===== config.mk =====
export PLATFORM = sky130hd
export DESIGN_NAME = garage_gate_ctrl_flat
export DESIGN_NICKNAME = d
export VERILOG_FILES = /design/src/rtl/garage_pkg.sv /design/src/rtl/garage_gate_ctrl_if.sv /design/src/rtl/garage_debounce.sv /design/src/rtl/garage_gate_ctrl.sv /design/src/flat_wrapper.sv
export SDC_FILE = /design/constraint.sdc
export NUM_CORES = 1
export LEC_CHECK = 0
export ABC_CLOCK_PERIOD_IN_PS = 3370
export CELL_PAD_IN_SITES_DETAIL_PLACEMENT = 2
export CELL_PAD_IN_SITES_GLOBAL_PLACEMENT = 2
export CORE_UTILIZATION = 37
export CTS_CLUSTER_DIAMETER = 40
export DETAILED_ROUTE_END_ITERATION = 8
export PLACE_DENSITY_LB_ADDON = 0.05
export SLEW_MARGIN = 10
export SYNTH_ARGS = -nofsm -noshare
export SYNTH_HDL_FRONTEND = slang
export SYNTH_HIERARCHICAL = 1
export SYNTH_SLANG_ARGS = --single-unit

===== constraint.sdc =====
create_clock -name clk -period 3.37 [get_ports clk]
set_clock_uncertainty 0.2 [all_clocks]
set_input_delay 0.337 -clock clk [delete_from_list [all_inputs] [get_ports clk]]
set_output_delay 0.337 -clock clk [all_outputs]
set_load 0.01 [all_outputs]

===== src/rtl/garage_pkg.sv =====
// Shared definitions for the garage gate controller.
//   gate_state_e      : controller FSM states (IDLE=0, ENTRY_OPEN=1, EXIT_OPEN=2, CLOSE=3)
//   DEF_CAPACITY      : default garage capacity
//   DEF_GATE_TIMEOUT  : default gate open window in cycles
package garage_pkg;

  typedef enum logic [1:0] {
    IDLE       = 2'd0,
    ENTRY_OPEN = 2'd1,
    EXIT_OPEN  = 2'd2,
    CLOSE      = 2'd3
  } gate_state_e;

  localparam int DEF_CAPACITY     = 50;
  localparam int DEF_GATE_TIMEOUT = 64;

endpackage


===== src/rtl/garage_gate_ctrl_if.sv =====
// Lane I/O and status bundle of the garage gate controller.
//   entry_btn/exit_btn     : raw, bouncy driver request buttons
//   entry_pass/exit_pass   : synchronous pass sensors
//   entry_gate/exit_gate   : gate open commands
//   count/full/empty/almost_full : occupancy status
//   reject/timeout         : one-cycle event pulses
// master = lane/display side, slave = controller.
interface garage_gate_ctrl_if #(
  parameter int CNT_W = 6
);
  logic             entry_btn;
  logic             exit_btn;
  logic             entry_pass;
  logic             exit_pass;
  logic             entry_gate;
  logic             exit_gate;
  logic [CNT_W-1:0] count;
  logic             full;
  logic             empty;
  logic             almost_full;
  logic             reject;
  logic             timeout;

  modport master (
    output entry_btn, exit_btn, entry_pass, exit_pass,
    input  entry_gate, exit_gate, count, full, empty, almost_full, reject, timeout
  );

  modport slave (
    input  entry_btn, exit_btn, entry_pass, exit_pass,
    output entry_gate, exit_gate, count, full, empty, almost_full, reject, timeout
  );
endinterface


===== src/rtl/garage_debounce.sv =====
// Button conditioner: 2-flop synchroniser, stability counter, rising-edge pulse.
//   clk   : system clock
//   reset : asynchronous active-low reset
//   raw   : asynchronous bouncy button level
//   evt   : one-cycle pulse, DEBOUNCE+2 cycles after a stable press
module garage_debounce #(
  parameter int DEBOUNCE = 4
) (
  input  logic clk,
  input  logic reset,
  input  logic raw,
  output logic evt
);

  localparam int            CW   = (DEBOUNCE > 1) ? $clog2(DEBOUNCE) : 1;
  localparam logic [CW-1:0] LAST = CW'(DEBOUNCE - 1);

  logic          sync1_q, sync2_q;
  logic          lvl_q, lvl_d;
  logic          evt_q, evt_d;
  logic [CW-1:0] cnt_q, cnt_d;

  // The accepted level only moves after DEBOUNCE consecutive samples that
  // disagree with it; any agreeing sample restarts the count.
  always_comb begin
    lvl_d = lvl_q;
    cnt_d = '0;
    evt_d = 1'b0;
    if (sync2_q != lvl_q) begin
      if (cnt_q == LAST) begin
        lvl_d = sync2_q;
        evt_d = sync2_q;
      end else begin
        cnt_d = cnt_q + CW'(1);
      end
    end
  end

  always_ff @(posedge clk or negedge reset) begin
    if (!reset) begin
      sync1_q <= 1'b0;
      sync2_q <= 1'b0;
      lvl_q   <= 1'b0;
      cnt_q   <= '0;
      evt_q   <= 1'b0;
    end else begin
      sync1_q <= raw;
      sync2_q <= sync1_q;
      lvl_q   <= lvl_d;
      cnt_q   <= cnt_d;
      evt_q   <= evt_d;
    end
  end

  assign evt = evt_q;

endmodule


===== src/rtl/garage_gate_ctrl.sv =====
// Garage occupancy and gate controller with separate entry and exit lanes.
//   clk   : system clock
//   reset : asynchronous active-low reset
//   bus   : lane I/O and status (garage_gate_ctrl_if.slave)
// A debounced button request opens its lane's gate; occupancy changes only
// on that lane's pass-sensor rising edge. Exit requests win over entry.
module garage_gate_ctrl
  import garage_pkg::*;
#(
  parameter int CAPACITY     = DEF_CAPACITY,
  parameter int CNT_W        = $clog2(CAPACITY + 1),
  parameter int DEBOUNCE     = 4,
  parameter int GATE_TIMEOUT = DEF_GATE_TIMEOUT,
  parameter int ALMOST_FULL  = CAPACITY - 2
) (
  input  logic               clk,
  input  logic               reset,
  garage_gate_ctrl_if.slave  bus
);

  localparam int               TW     = $clog2(GATE_TIMEOUT);
  localparam logic [CNT_W-1:0] CAP_C  = CNT_W'(CAPACITY);
  localparam logic [TW-1:0]    TLAST  = TW'(GATE_TIMEOUT - 1);

  gate_state_e      state_q, state_d;
  logic [TW-1:0]    timer_q, timer_d;
  logic [CNT_W-1:0] count_q, count_d;
  logic             pend_entry_q, pend_entry_d;
  logic             pend_exit_q, pend_exit_d;
  logic             reject_q, reject_d;
  logic             timeout_q, timeout_d;
  logic             entry_gate_q, exit_gate_q;
  logic             full_q, empty_q, afull_q;
  logic             entry_pass_q, exit_pass_q;
  logic             entry_evt, exit_evt;
  logic             entry_pass_evt, exit_pass_evt;
  logic             entry_req, exit_req;

  garage_debounce #(.DEBOUNCE(DEBOUNCE)) u_entry_db (
    .clk   (clk),
    .reset (reset),
    .raw   (bus.entry_btn),
    .evt   (entry_evt)
  );

  garage_debounce #(.DEBOUNCE(DEBOUNCE)) u_exit_db (
    .clk   (clk),
    .reset (reset),
    .raw   (bus.exit_btn),
    .evt   (exit_evt)
  );

  assign entry_pass_evt = bus.entry_pass & ~entry_pass_q;
  assign exit_pass_evt  = bus.exit_pass  & ~exit_pass_q;
  assign entry_req      = entry_evt | pend_entry_q;
  assign exit_req       = exit_evt  | pend_exit_q;

  always_comb begin
    state_d      = state_q;
    timer_d      = '0;
    count_d      = count_q;
    pend_entry_d = pend_entry_q;
    pend_exit_d  = pend_exit_q;
    reject_d     = 1'b0;
    timeout_d    = 1'b0;
    unique case (state_q)
      IDLE: begin
        if (exit_req) begin
          // A concurrent entry press is parked so it is served next.
          pend_exit_d  = 1'b0;
          pend_entry_d = pend_entry_q | entry_evt;
          if (count_q != '0) state_d = EXIT_OPEN;
        end else if (entry_req) begin
          pend_entry_d = 1'b0;
          if (full_q) reject_d = 1'b1;
          else        state_d  = ENTRY_OPEN;
        end
      end
      ENTRY_OPEN: begin
        timer_d = timer_q + TW'(1);
        if (exit_evt) pend_exit_d = 1'b1;
        if (entry_pass_evt) begin
          if (count_q < CAP_C) count_d = count_q + CNT_W'(1);
          state_d = CLOSE;
          timer_d = '0;
        end else if (timer_q == TLAST) begin
          timeout_d = 1'b1;
          state_d   = CLOSE;
          timer_d   = '0;
        end
      end
      EXIT_OPEN: begin
        timer_d = timer_q + TW'(1);
        if (entry_evt) pend_entry_d = 1'b1;
        if (exit_pass_evt) begin
          if (count_q != '0) count_d = count_q - CNT_W'(1);
          state_d = CLOSE;
          timer_d = '0;
        end else if (timer_q == TLAST) begin
          timeout_d = 1'b1;
          state_d   = CLOSE;
          timer_d   = '0;
        end
      end
      CLOSE: begin
        state_d      = IDLE;
        pend_entry_d = pend_entry_q | entry_evt;
        pend_exit_d  = pend_exit_q  | exit_evt;
      end
      default: state_d = IDLE;
    endcase
  end

  // Gates and status flags are registered from next-state values so they line
  // up with the state/count they describe.
  always_ff @(posedge clk or negedge reset) begin
    if (!reset) begin
      state_q      <= IDLE;
      timer_q      <= '0;
      count_q      <= '0;
      pend_entry_q <= 1'b0;
      pend_exit_q  <= 1'b0;
      reject_q     <= 1'b0;
      timeout_q    <= 1'b0;
      entry_gate_q <= 1'b0;
      exit_gate_q  <= 1'b0;
      full_q       <= 1'b0;
      empty_q      <= 1'b1;
      afull_q      <= (ALMOST_FULL <= 0);
      entry_pass_q <= 1'b0;
      exit_pass_q  <= 1'b0;
    end else begin
      state_q      <= state_d;
      timer_q      <= timer_d;
      count_q      <= count_d;
      pend_entry_q <= pend_entry_d;
      pend_exit_q  <= pend_exit_d;
      reject_q     <= reject_d;
      timeout_q    <= timeout_d;
      entry_gate_q <= (state_d == ENTRY_OPEN);
      exit_gate_q  <= (state_d == EXIT_OPEN);
      full_q       <= (count_d == CAP_C);
      empty_q      <= (count_d == '0);
      afull_q      <= (int'(count_d) >= ALMOST_FULL);
      entry_pass_q <= bus.entry_pass;
      exit_pass_q  <= bus.exit_pass;
    end
  end

  assign bus.entry_gate  = entry_gate_q;
  assign bus.exit_gate   = exit_gate_q;
  assign bus.count       = count_q;
  assign bus.full        = full_q;
  assign bus.empty       = empty_q;
  assign bus.almost_full = afull_q;
  assign bus.reject      = reject_q;
  assign bus.timeout     = timeout_q;

endmodule


===== src/flat_wrapper.sv =====
// flat-port wrapper written by rule: the top's interface ports become plain ports
module garage_gate_ctrl_flat import garage_pkg::*;
#(
  parameter int CAPACITY     = DEF_CAPACITY,
  parameter int CNT_W        = $clog2(CAPACITY + 1),
  parameter int DEBOUNCE     = 4,
  parameter int GATE_TIMEOUT = DEF_GATE_TIMEOUT,
  parameter int ALMOST_FULL  = CAPACITY - 2
)
  (clk, reset, bus_entry_btn, bus_exit_btn, bus_entry_pass, bus_exit_pass, bus_entry_gate, bus_exit_gate, bus_count, bus_full, bus_empty, bus_almost_full, bus_reject, bus_timeout);
  garage_gate_ctrl_if #(.CNT_W(CNT_W)) bus_i ();
  input  logic clk;
  input  logic reset;
  input wire logic [$bits(bus_i.entry_btn)-1:0] bus_entry_btn;
  input wire logic [$bits(bus_i.exit_btn)-1:0] bus_exit_btn;
  input wire logic [$bits(bus_i.entry_pass)-1:0] bus_entry_pass;
  input wire logic [$bits(bus_i.exit_pass)-1:0] bus_exit_pass;
  output wire logic [$bits(bus_i.entry_gate)-1:0] bus_entry_gate;
  output wire logic [$bits(bus_i.exit_gate)-1:0] bus_exit_gate;
  output wire logic [$bits(bus_i.count)-1:0] bus_count;
  output wire logic [$bits(bus_i.full)-1:0] bus_full;
  output wire logic [$bits(bus_i.empty)-1:0] bus_empty;
  output wire logic [$bits(bus_i.almost_full)-1:0] bus_almost_full;
  output wire logic [$bits(bus_i.reject)-1:0] bus_reject;
  output wire logic [$bits(bus_i.timeout)-1:0] bus_timeout;
  assign bus_i.entry_btn = bus_entry_btn;
  assign bus_i.exit_btn = bus_exit_btn;
  assign bus_i.entry_pass = bus_entry_pass;
  assign bus_i.exit_pass = bus_exit_pass;
  assign bus_entry_gate = bus_i.entry_gate;
  assign bus_exit_gate = bus_i.exit_gate;
  assign bus_count = bus_i.count;
  assign bus_full = bus_i.full;
  assign bus_empty = bus_i.empty;
  assign bus_almost_full = bus_i.almost_full;
  assign bus_reject = bus_i.reject;
  assign bus_timeout = bus_i.timeout;
  garage_gate_ctrl #(.CAPACITY(CAPACITY), .CNT_W(CNT_W), .DEBOUNCE(DEBOUNCE), .GATE_TIMEOUT(GATE_TIMEOUT), .ALMOST_FULL(ALMOST_FULL)) u_core (.clk(clk), .reset(reset), .bus(bus_i));
endmodule

==> results of run 1 <==
==> placed cells by master (no fill, tap or decap), types with 3 or more instances in the layout <==
cell type	synthesis	final
a21oi_1	6	6
and3_1	3	3
buf_4	0	5
clkbuf_8	0	6
clkdlybuf4s50_1	0	17
dfrtp_1	36	36
ha_1	11	11
inv_1	12	12
nand2_1	11	11
nor2_1	19	19
nor2b_1	7	7
nor3_1	5	5
nor3_2	3	3
o21ai_0	4	4
or3_1	3	3
xnor2_1	5	5
==> worst max-delay path: cells and delay by family, from the launching register on <==
| kind | cells | cell delay [ns] |
|---|---|---|
| AOI/OAI and AO/OA | 2 | 0.53 |
| and+or+nand+nor | 3 | 0.98 |
| muxes | 1 | 0.36 |
| DFF | 1 | 0.49 |
==> report_power, final <==
part | internal (mW) | leakage [nW] | total [mW] | switching (mW)
Combinational | 0.413 | 0.495 | 0.960 | 0.547
Sequential | 0.552 | 0.481 | 0.649 | 0.0966
Clock | 0.241 | 0.0585 | 0.401 | 0.159
Total | 1.21 | 1.03 | 2.01 | 0.803
==> metrics by stage <==
step | utilization [%] | hold WS [ns]
2_1_floorplan | - | -0.159
3_3_place_gp | 45.1 | 0.135
3_5_place_dp | 45.1 | 0.138
4_1_cts | 47.7 | 0.155
5_1_grt | 47.7 | 0.161
6_report | 47.7 | 0.151
==> metal layers <==
layer,vias up,track usage (%)
met4,0,8.97
met5,-,0
met3,7,3.52
met2,16,36.5
met1,748,26.9
li1,685,-
==> sequential cells by signal (all words and copies together), names as in the netlist, 2 cells and up <==
name / cells
u_core/state_q: 2
u_core/timer_q: 6
u_core/u_exit_db/cnt_q: 2
u_core/u_entry_db/cnt_q: 2
u_core/bus.count: 6
==> cells by family after synthesis <==
| family | after synthesis | share of synthesized area, % |
|---|---|---|
| and+or+nand+nor | 75 | 24.2 |
| DFF | 37 | 48.3 |
| AOI/OAI and AO/OA | 28 | 9.84 |
| buffers and inverters | 20 | 4.37 |
| adders and majority gates | 11 | 7.17 |
| xor gates and xnor gates | 6 | 2.74 |
| muxes | 6 | 3.39 |
==> worst paths after layout <==
kind	slack [ns]	from	end	cells past startpoint
max	0.73	u_core/bus.count[5]	u_core/bus.full	6
min	0.15	u_core/u_exit_db/sync1_q	u_core/u_exit_db/sync2_q	0
max reg2reg	0.73	u_core/bus.count[5]	u_core/bus.full	6
min reg2reg	0.15	u_core/u_exit_db/sync1_q	u_core/u_exit_db/sync2_q	0
max in group asynchronous	1.96	reset	u_core/pend_entry_q	2
min in group asynchronous	0.49	reset	u_core/u_exit_db/cnt_q[0]	2
==> cells in the mapped netlist, drive strengths merged (4+ instances only) <==
cell type	instances
xnor2	5
and3	5
inv	13
o21ai	7
ha	11
clkbuf	5
nor2	20
nand2	11
a21oi	6
dfrtp	36
mux2	4
nor3	8
nor2b	7
==> layout make-up <==
cell class	instances	area, um^2
flip-flops and latches	37	927
inverters	14	52.6
clock inverters	1	30.0
multi-input cells	126	908
well taps	67	83.8
repair buffers	24	223
clock buffers	7	86.3
fillers	511	2540
==> timing repair <==
action,in CTS,in global routing
hold buffers,1,0
resized for setup,0,0
endpoints found under the hold margin,36,0
==> flow_summary.toml, run 1 <==
[timing]
tns_ns = 0
setup_viol = 0
rsz0062_at_grt = "false"
worstMarginPinSlew_ns = 0.835
fin_ws_ns = 0.728
slew_headroom_pct = 44.3
fin_crit_sh_pct = 78.4
hold_viol = 0
final.min_clock_period_ns = 2.64
clock.fmax_ghz = 0.378
drv_slew = 0

[die]
core_area_um2 = 4850
dieArea_um2 = 5480
initial_core_util_pct = 39.6
die_x_um = 74.0
dieHeight_um = 74.0
fp-row-count = 25
design.portCount = 19

[routing]
drt_iter0_drc = 69
via_per_inst = 5.28
drt-met1-wl_mm = 2.22
drt_wl_total_mm = 4.99
final_antenna_net_count = 0
wl_met2_mm = 2.57
wl_met3_um = 108
routedWlPerCell_um = 18.1
drc = 0
drtPass1Iterations = 4
num_vias = 1456
maxUsedRoutingLayer = "met4"

[job]
max-cap-violations = 0

[final_layout]
fin_cells = 276
nNetsFinal = 225
antenna_cells = 0
syn_to_final_growth_pct = 20.4
final_layout_size_suffix_gt1_share_pct = 15.8
final_area_um2 = 2310

[synth]
ys_seq_elements = 37
synth_area_um2 = 1920
synth.distinct_cells = 55
synth-async-reset-ratio_pct = 100
synthTopCellsByArea = "dfrtp_1 (47%), ha_1 (7.2%), nor2_1 (3.7%)"
synth_enable_flop_cells = 0
ys_dominant_reg_cell = "dfrtp_1"
syn_avg_cell_area_um2 = 10.5
synth_warnings = 6
synthesis.nets = 200
syn_inst = 183
ys_seq_area_share_pct = 48.3
synth_top_area_cell = "dfrtp_1"
synth_top_area_share_pct = 46.9

[placed_design]
place.gp.congestion = 0.807
place_hpwl_mm = 3.72
pre_cts_ws_ns = 0.613
dp.cells = 267
port_buffers = 18
postPlaceCellArea_um2 = 2180

[hold_path]
hold_class = "reg2reg"

[critical_path]
cp_data_arrival_time_ns = 2.64
crit_type = "reg2reg"
endpoint_kind = "flop"
slowest_delay_ns = 0.56
worstPathRequired_ns = 3.37
critical_path_peak_fanout = 8
cp_slowest_cell = "or4_4"
path_cells = "or4_4 > o21ai_2 > mux2_2 > a22oi_1 > nand4b_4 > nor4b_2"
critPathLaunchType = "flop"

[pwr]
power_leakage_nw = 1.03
power_mw = 2.01
vdd_drop_max_mv = 0.398
p_per_area_nw_per_um2 = 869

[clocking]
cts.clk_slew.worst_paths_ns = 0.08
clockBufferDepth = 2
clkSinkCount = 37
ctsHtreeMaxLevel = 2
tritoncts = "yes"
cts_root_buf = "clkbuf_8"
clk_latency_ns = 0.29
cts_inserted_buffers = 5
cts_setup_buffers = 0

[global_routing]
first_global_vias = 1622
overflow = 0
grt_pass1_wl_mm = 8.48
grt_util_all_layers_pct = 21.4
grt_max_degree = 38
grt_antenna_before_repair = 0

[outcome]
outcome = "completed"
Note: power is estimated with default switching activity, not from simulation.
==> run 2: changes to the inputs <==
- ABC_CLOCK_PERIOD_IN_PS: 3370 -> 2200
- CORE_UTILIZATION: 37 -> 33
- clock period: 3.37 -> 2.2 ns (I/O delays scaled with it)
==> flow_summary.toml, run 2 (synthesized netlist as in run 1, its figures left out) <==
[global_routing]
grt_pass1_wl_mm = 9.72
first_global_vias = 1871
overflow = 0
grt_use_met1_pct = 25.3
grt_antenna_before_repair = 0
grt_use_met2_pct = 35.5
grt_util_all_layers_pct = 20.9
grtUsageMet3_pct = 4.53
top_usage_layer = "met2"
grt_max_degree = 38

[critical_path]
critical_path_peak_fanout = 3
endpoint_kind = "flop"
slowest_delay_ns = 0.55
crit_type = "reg2reg"
cp_data_arrival_time_ns = 2.44
path_cells = "or4b_4 > or4_4 > nor4_4 > a31oi_2 > and3_4 > nor4b_4"
worstPathRequired_ns = 2.21
cp_slowest_cell = "or4b_4"
critPathLaunchType = "flop"

[clocking]
clk_latency_ns = 0.29
ctsHtreeMaxLevel = 2
clockBufferDepth = 2
cts_inserted_buffers = 5
tritoncts = "yes"
cts_root_buf = "clkbuf_8"
clkSinkCount = 37
cts.clk_slew.worst_paths_ns = 0.08

[die]
core_area_um2 = 5540
design.portCount = 19
fp-row-count = 27
initial_core_util_pct = 34.6
dieHeight_um = 78.3
die_x_um = 78.3
dieArea_um2 = 6130

[final_layout]
final_layout_size_suffix_gt1_share_pct = 37.0
multi_input_area_um2 = 1040
fin_cells = 318
num-fill-cells = 586
antenna_cells = 0
nNetsFinal = 263
final_cell_mix = "buf_4 (39), dfrtp_1 (36), nor2_1 (18)"
layout_commonest_cell = "buf_4"
seqCellArea_um2 = 927
syn_to_final_growth_pct = 42.1
finish.utilization_pct = 49.2

[routing]
drtPass1Iterations = 4
final_antenna_net_count = 0
drt_iter0_drc = 47
drc = 0
drt_wl_total_mm = 6.22
routedWlPerCell_um = 19.6
via_per_inst = 5.16
num_vias = 1642

[placed_design]
place.gp.congestion = 0.770
port_buffers = 18
place_hpwl_mm = 4.26
dp.cells = 299

[timing]
fin_crit_sh_pct = 111
final.min_clock_period_ns = 2.43
clock.fmax_ghz = 0.411
fin_ws_ns = -0.232
hold_viol = 0
worstMarginPinSlew_ns = 0.851
setup_viol = 7
rsz0062_at_grt = "true"
drv_slew = 0
slew_headroom_pct = 43.2

[hold_path]
hold_class = "reg2reg"

[pwr]
vdd_drop_max_mv = 0.485
power_leakage_nw = 1.23
p_per_area_nw_per_um2 = 1350

[job]
max-cap-violations = 0

[outcome]
outcome = "complete, but fails checks"
violations = "negative setup slack"
-- run 2: cell types whose count changed in the layout (fill, tap and decap cells not counted), moves of 3 or more --
cell,previous run,this run
inv_4,0,3
inv_1,12,9
ha_1,11,8
buf_6,0,4
buf_4,5,39
-- run 2: final timing paths --
path | start | endpoint | slack (ns) | depth (start not counted)
worst max register to register | u_core/bus.count[1] | u_core/bus.full | -0.23 | 6
max in group asynchronous | reset | u_core/entry_pass_q | 0.88 | 2
worst min register to register | u_core/u_entry_db/sync1_q | u_core/u_entry_db/sync2_q | 0.16 | 0
worst max-delay path | u_core/bus.count[1] | u_core/bus.full | -0.23 | 6
worst min-delay path | u_core/u_entry_db/sync1_q | u_core/u_entry_db/sync2_q | 0.16 | 0
min in group asynchronous | reset | u_core/exit_pass_q | 0.37 | 2
-- run 2: routing by layer --
metal	wire [um]	vias to the layer above	share of wire [%]
met5	0	-	0
met4	127	0	2.0
met3	154	12	2.5
met2	3290	29	53
met1	2650	838	43
li1	-	763	-
-- run 2: through the flow --
step                hold slack [ns]  power (mW)  worst slack, ns  area, um^2  TNS (ns)
floorplan                    -0.276        2.00           -0.229        1940    -0.391
global placement              0.138        2.73           -0.394        2410     -1.37
detailed placement            0.147        2.84           -0.464        2410     -1.71
CTS                           0.162        3.46           -0.208        2590    -0.476
global route                  0.155        3.95           -0.326        2730     -1.17
finish                        0.161        3.68           -0.232        2730    -0.631
-- run 2: final cells by class --
cell class                      count  share of cell area [%]
Multi-Input combinational cell    126                    38.0
Sequential cell                    37                    34.0
Timing Repair Buffer               62                    19.2
Tap cell                           72                    3.30
Clock buffer                        6                    3.03
Inverter                           14                    2.20
Clock inverter                      1                   0.275
-- run 2: critical path: cells and delay by family (launching register included) --
family | cells | cell delay (ns)
compound gates | 1 | 0.07
simple gates | 5 | 1.66
flops | 1 | 0.42
-- run 2: what timing repair did --
item | 4_1_cts | 5_1_grt
pin swaps | 9 | 11
hold buffers | 1 | 0
resized for setup | 9 | 24
setup buffers | 5 | 7
setup endpoints to repair | 7 | 14
endpoints found under the hold margin | 36 | 0
-- run 2: report_power, final --
| part | internal, mW | total, mW | switching, mW |
|---|---|---|---|
| combinational | 1.05 | 2.26 | 1.20 |
| sequential | 0.846 | 0.938 | 0.0915 |
| clock | 0.248 | 0.488 | 0.240 |
==> run 3: changes to the inputs <==
- ABC_CLOCK_PERIOD_IN_PS: 2200 -> 2900
- CORE_UTILIZATION: 33 -> 39
- HOLD_SLACK_MARGIN: not set -> 0.12
- clock period: 2.2 -> 2.9 ns (I/O delays scaled with it)
==> flow_summary.toml, run 3 (synthesized netlist as in run 1, its figures left out) <==
[outcome]
outcome = "completed"

[clocking]
clockBufferDepth = 2
tritoncts = "yes"
clk_latency_ns = 0.29
ctsHtreeMaxLevel = 2
cts.clk_slew.worst_paths_ns = 0.08
cts_resized = 0
cts_root_buf = "clkbuf_8"
cts_inserted_buffers = 5
cts_setup_buffers = 0
clkSinkCount = 37

[placed_design]
port_buffers = 18
place_hpwl_mm = 3.80
place.gp.congestion = 0.793

[hold_path]
hold_start = "u_core/u_exit_db/sync1_q"
min_path_cells = 0
min_to = "u_core/u_exit_db/sync2_q"
hold_class = "reg2reg"

[routing]
drtPass1Iterations = 4
drt_wl_total_mm = 5.09
final_antenna_net_count = 0
num_vias = 1474
via_per_inst = 5.32
drt_iter0_drc = 49
drc = 0
routedWlPerCell_um = 18.4

[critical_path]
cp_data_arrival_time_ns = 2.63
critPathLaunchType = "flop"
worstPathRequired_ns = 2.90
worstReg2RegEnd = "u_core/bus.full"
crit_type = "reg2reg"
reg2reg_slack_ns = 0.27
endpoint_kind = "flop"
r2r-start = "u_core/bus.count[5]"
rr_worst_depth = 6
critical_path_peak_fanout = 8

[final_layout]
syn_to_final_growth_pct = 19.4
final_cell_mix = "dfrtp_1 (36), nor2_1 (19), clkdlybuf4s50_1 (17)"
final_layout_size_suffix_gt1_share_pct = 16.7
nNetsFinal = 226
layout_commonest_cell = "dfrtp_1"
antenna_cells = 0

[timing]
drv_slew = 0
setup_viol = 0
hold_viol = 0
final.min_clock_period_ns = 2.63
clock.fmax_ghz = 0.381
rsz0062_at_grt = "false"
tns_ns = 0
worstMarginPinSlew_ns = 0.820
slew_headroom_pct = 45.3
fin_crit_sh_pct = 90.6

[die]
initial_core_util_pct = 40.6
die_x_um = 72.2
core_area_um2 = 4720
fp-row-count = 25
dieArea_um2 = 5210
dieHeight_um = 72.2
design.portCount = 19

[global_routing]
grt_pass1_wl_mm = 8.58
grt_max_degree = 38
first_global_vias = 1681
grt_util_all_layers_pct = 22.3
grt_antenna_before_repair = 0
grt_use_met2_pct = 40.2
overflow = 0
grt_use_met1_pct = 26.9
top_usage_layer = "met2"
grtUsageMet3_pct = 2.92

[pwr]
vdd_drop_max_mv = 0.432
power_leakage_nw = 1.03
power_mw = 2.25
p_per_area_nw_per_um2 = 983

[job]
max-cap-violations = 0
[run 3: where the power goes]
part	internal (mW)	leakage, nW	switching, mW
Clock	0.170	0.0445	0.194
Sequential	0.641	0.481	0.102
Combinational	0.487	0.501	0.659
[run 3: critical path, stage by stage (launching register included)]
cell and delay [ns]:
dfrtp_1 0.47, or4_4 0.55, o21ai_2 0.19, mux2_2 0.35
a22oi_1 0.35, nand4b_4 0.15, nor4b_2 0.26
[run 3: final cells by class]
class	instances	area, um^2
Tap cell	67	83.8
Multi-Input combinational cell	126	908
Clock inverter	3	21.3
Sequential cell	37	927
Timing Repair Buffer	25	230
Inverter	14	52.6
Clock buffer	5	68.8
Fill cell	499	2430
[run 3: how the worst max path moves through the flow]
| stage | startpoint | to | slack (ns) | cells after the start |
|---|---|---|---|---|
| 6_report | u_core/bus.count[5] | u_core/bus.full | 0.27 | 6 |
| 5_1_grt | u_core/bus.count[5] | u_core/bus.full | 0.17 | 6 |
| 4_1_cts | u_core/bus.count[5] | u_core/bus.full | 0.27 | 6 |
| 3_5_place_dp | bus_exit_pass | u_core/bus.empty | 0.16 | 7 |
| 3_3_place_gp | bus_exit_pass | u_core/bus.full | 0.23 | 7 |
| 2_1_floorplan | u_core/state_q[0] | u_core/bus.full | 0.33 | 9 |
[run 3: metal layers]
layer | up-vias | share of wire [%]
li1 | 687 | -
met1 | 768 | 43
met2 | 13 | 54
met3 | 6 | 1.7
met4 | 0 | 1.3
met5 | - | 0
[run 3: metrics by stage]
stage	instance area [um^2]	hold WS (ns)	utilization [%]	cells	setup slack, ns
3_3_place_gp	2190	0.136	46.4	268	0.226
3_5_place_dp	2190	0.137	46.4	268	0.157
6_report	2290	0.153	48.5	277	0.273
4_1_cts	2290	0.156	48.5	277	0.269
2_1_floorplan	1920	-0.206	-	183	0.326
5_1_grt	2290	0.158	48.5	277	0.171
[run 3: repair_timing]
action,in CTS,in global routing
endpoints found under the hold margin,36,0
endpoints found under the setup margin,0,0
hold buffers,1,0
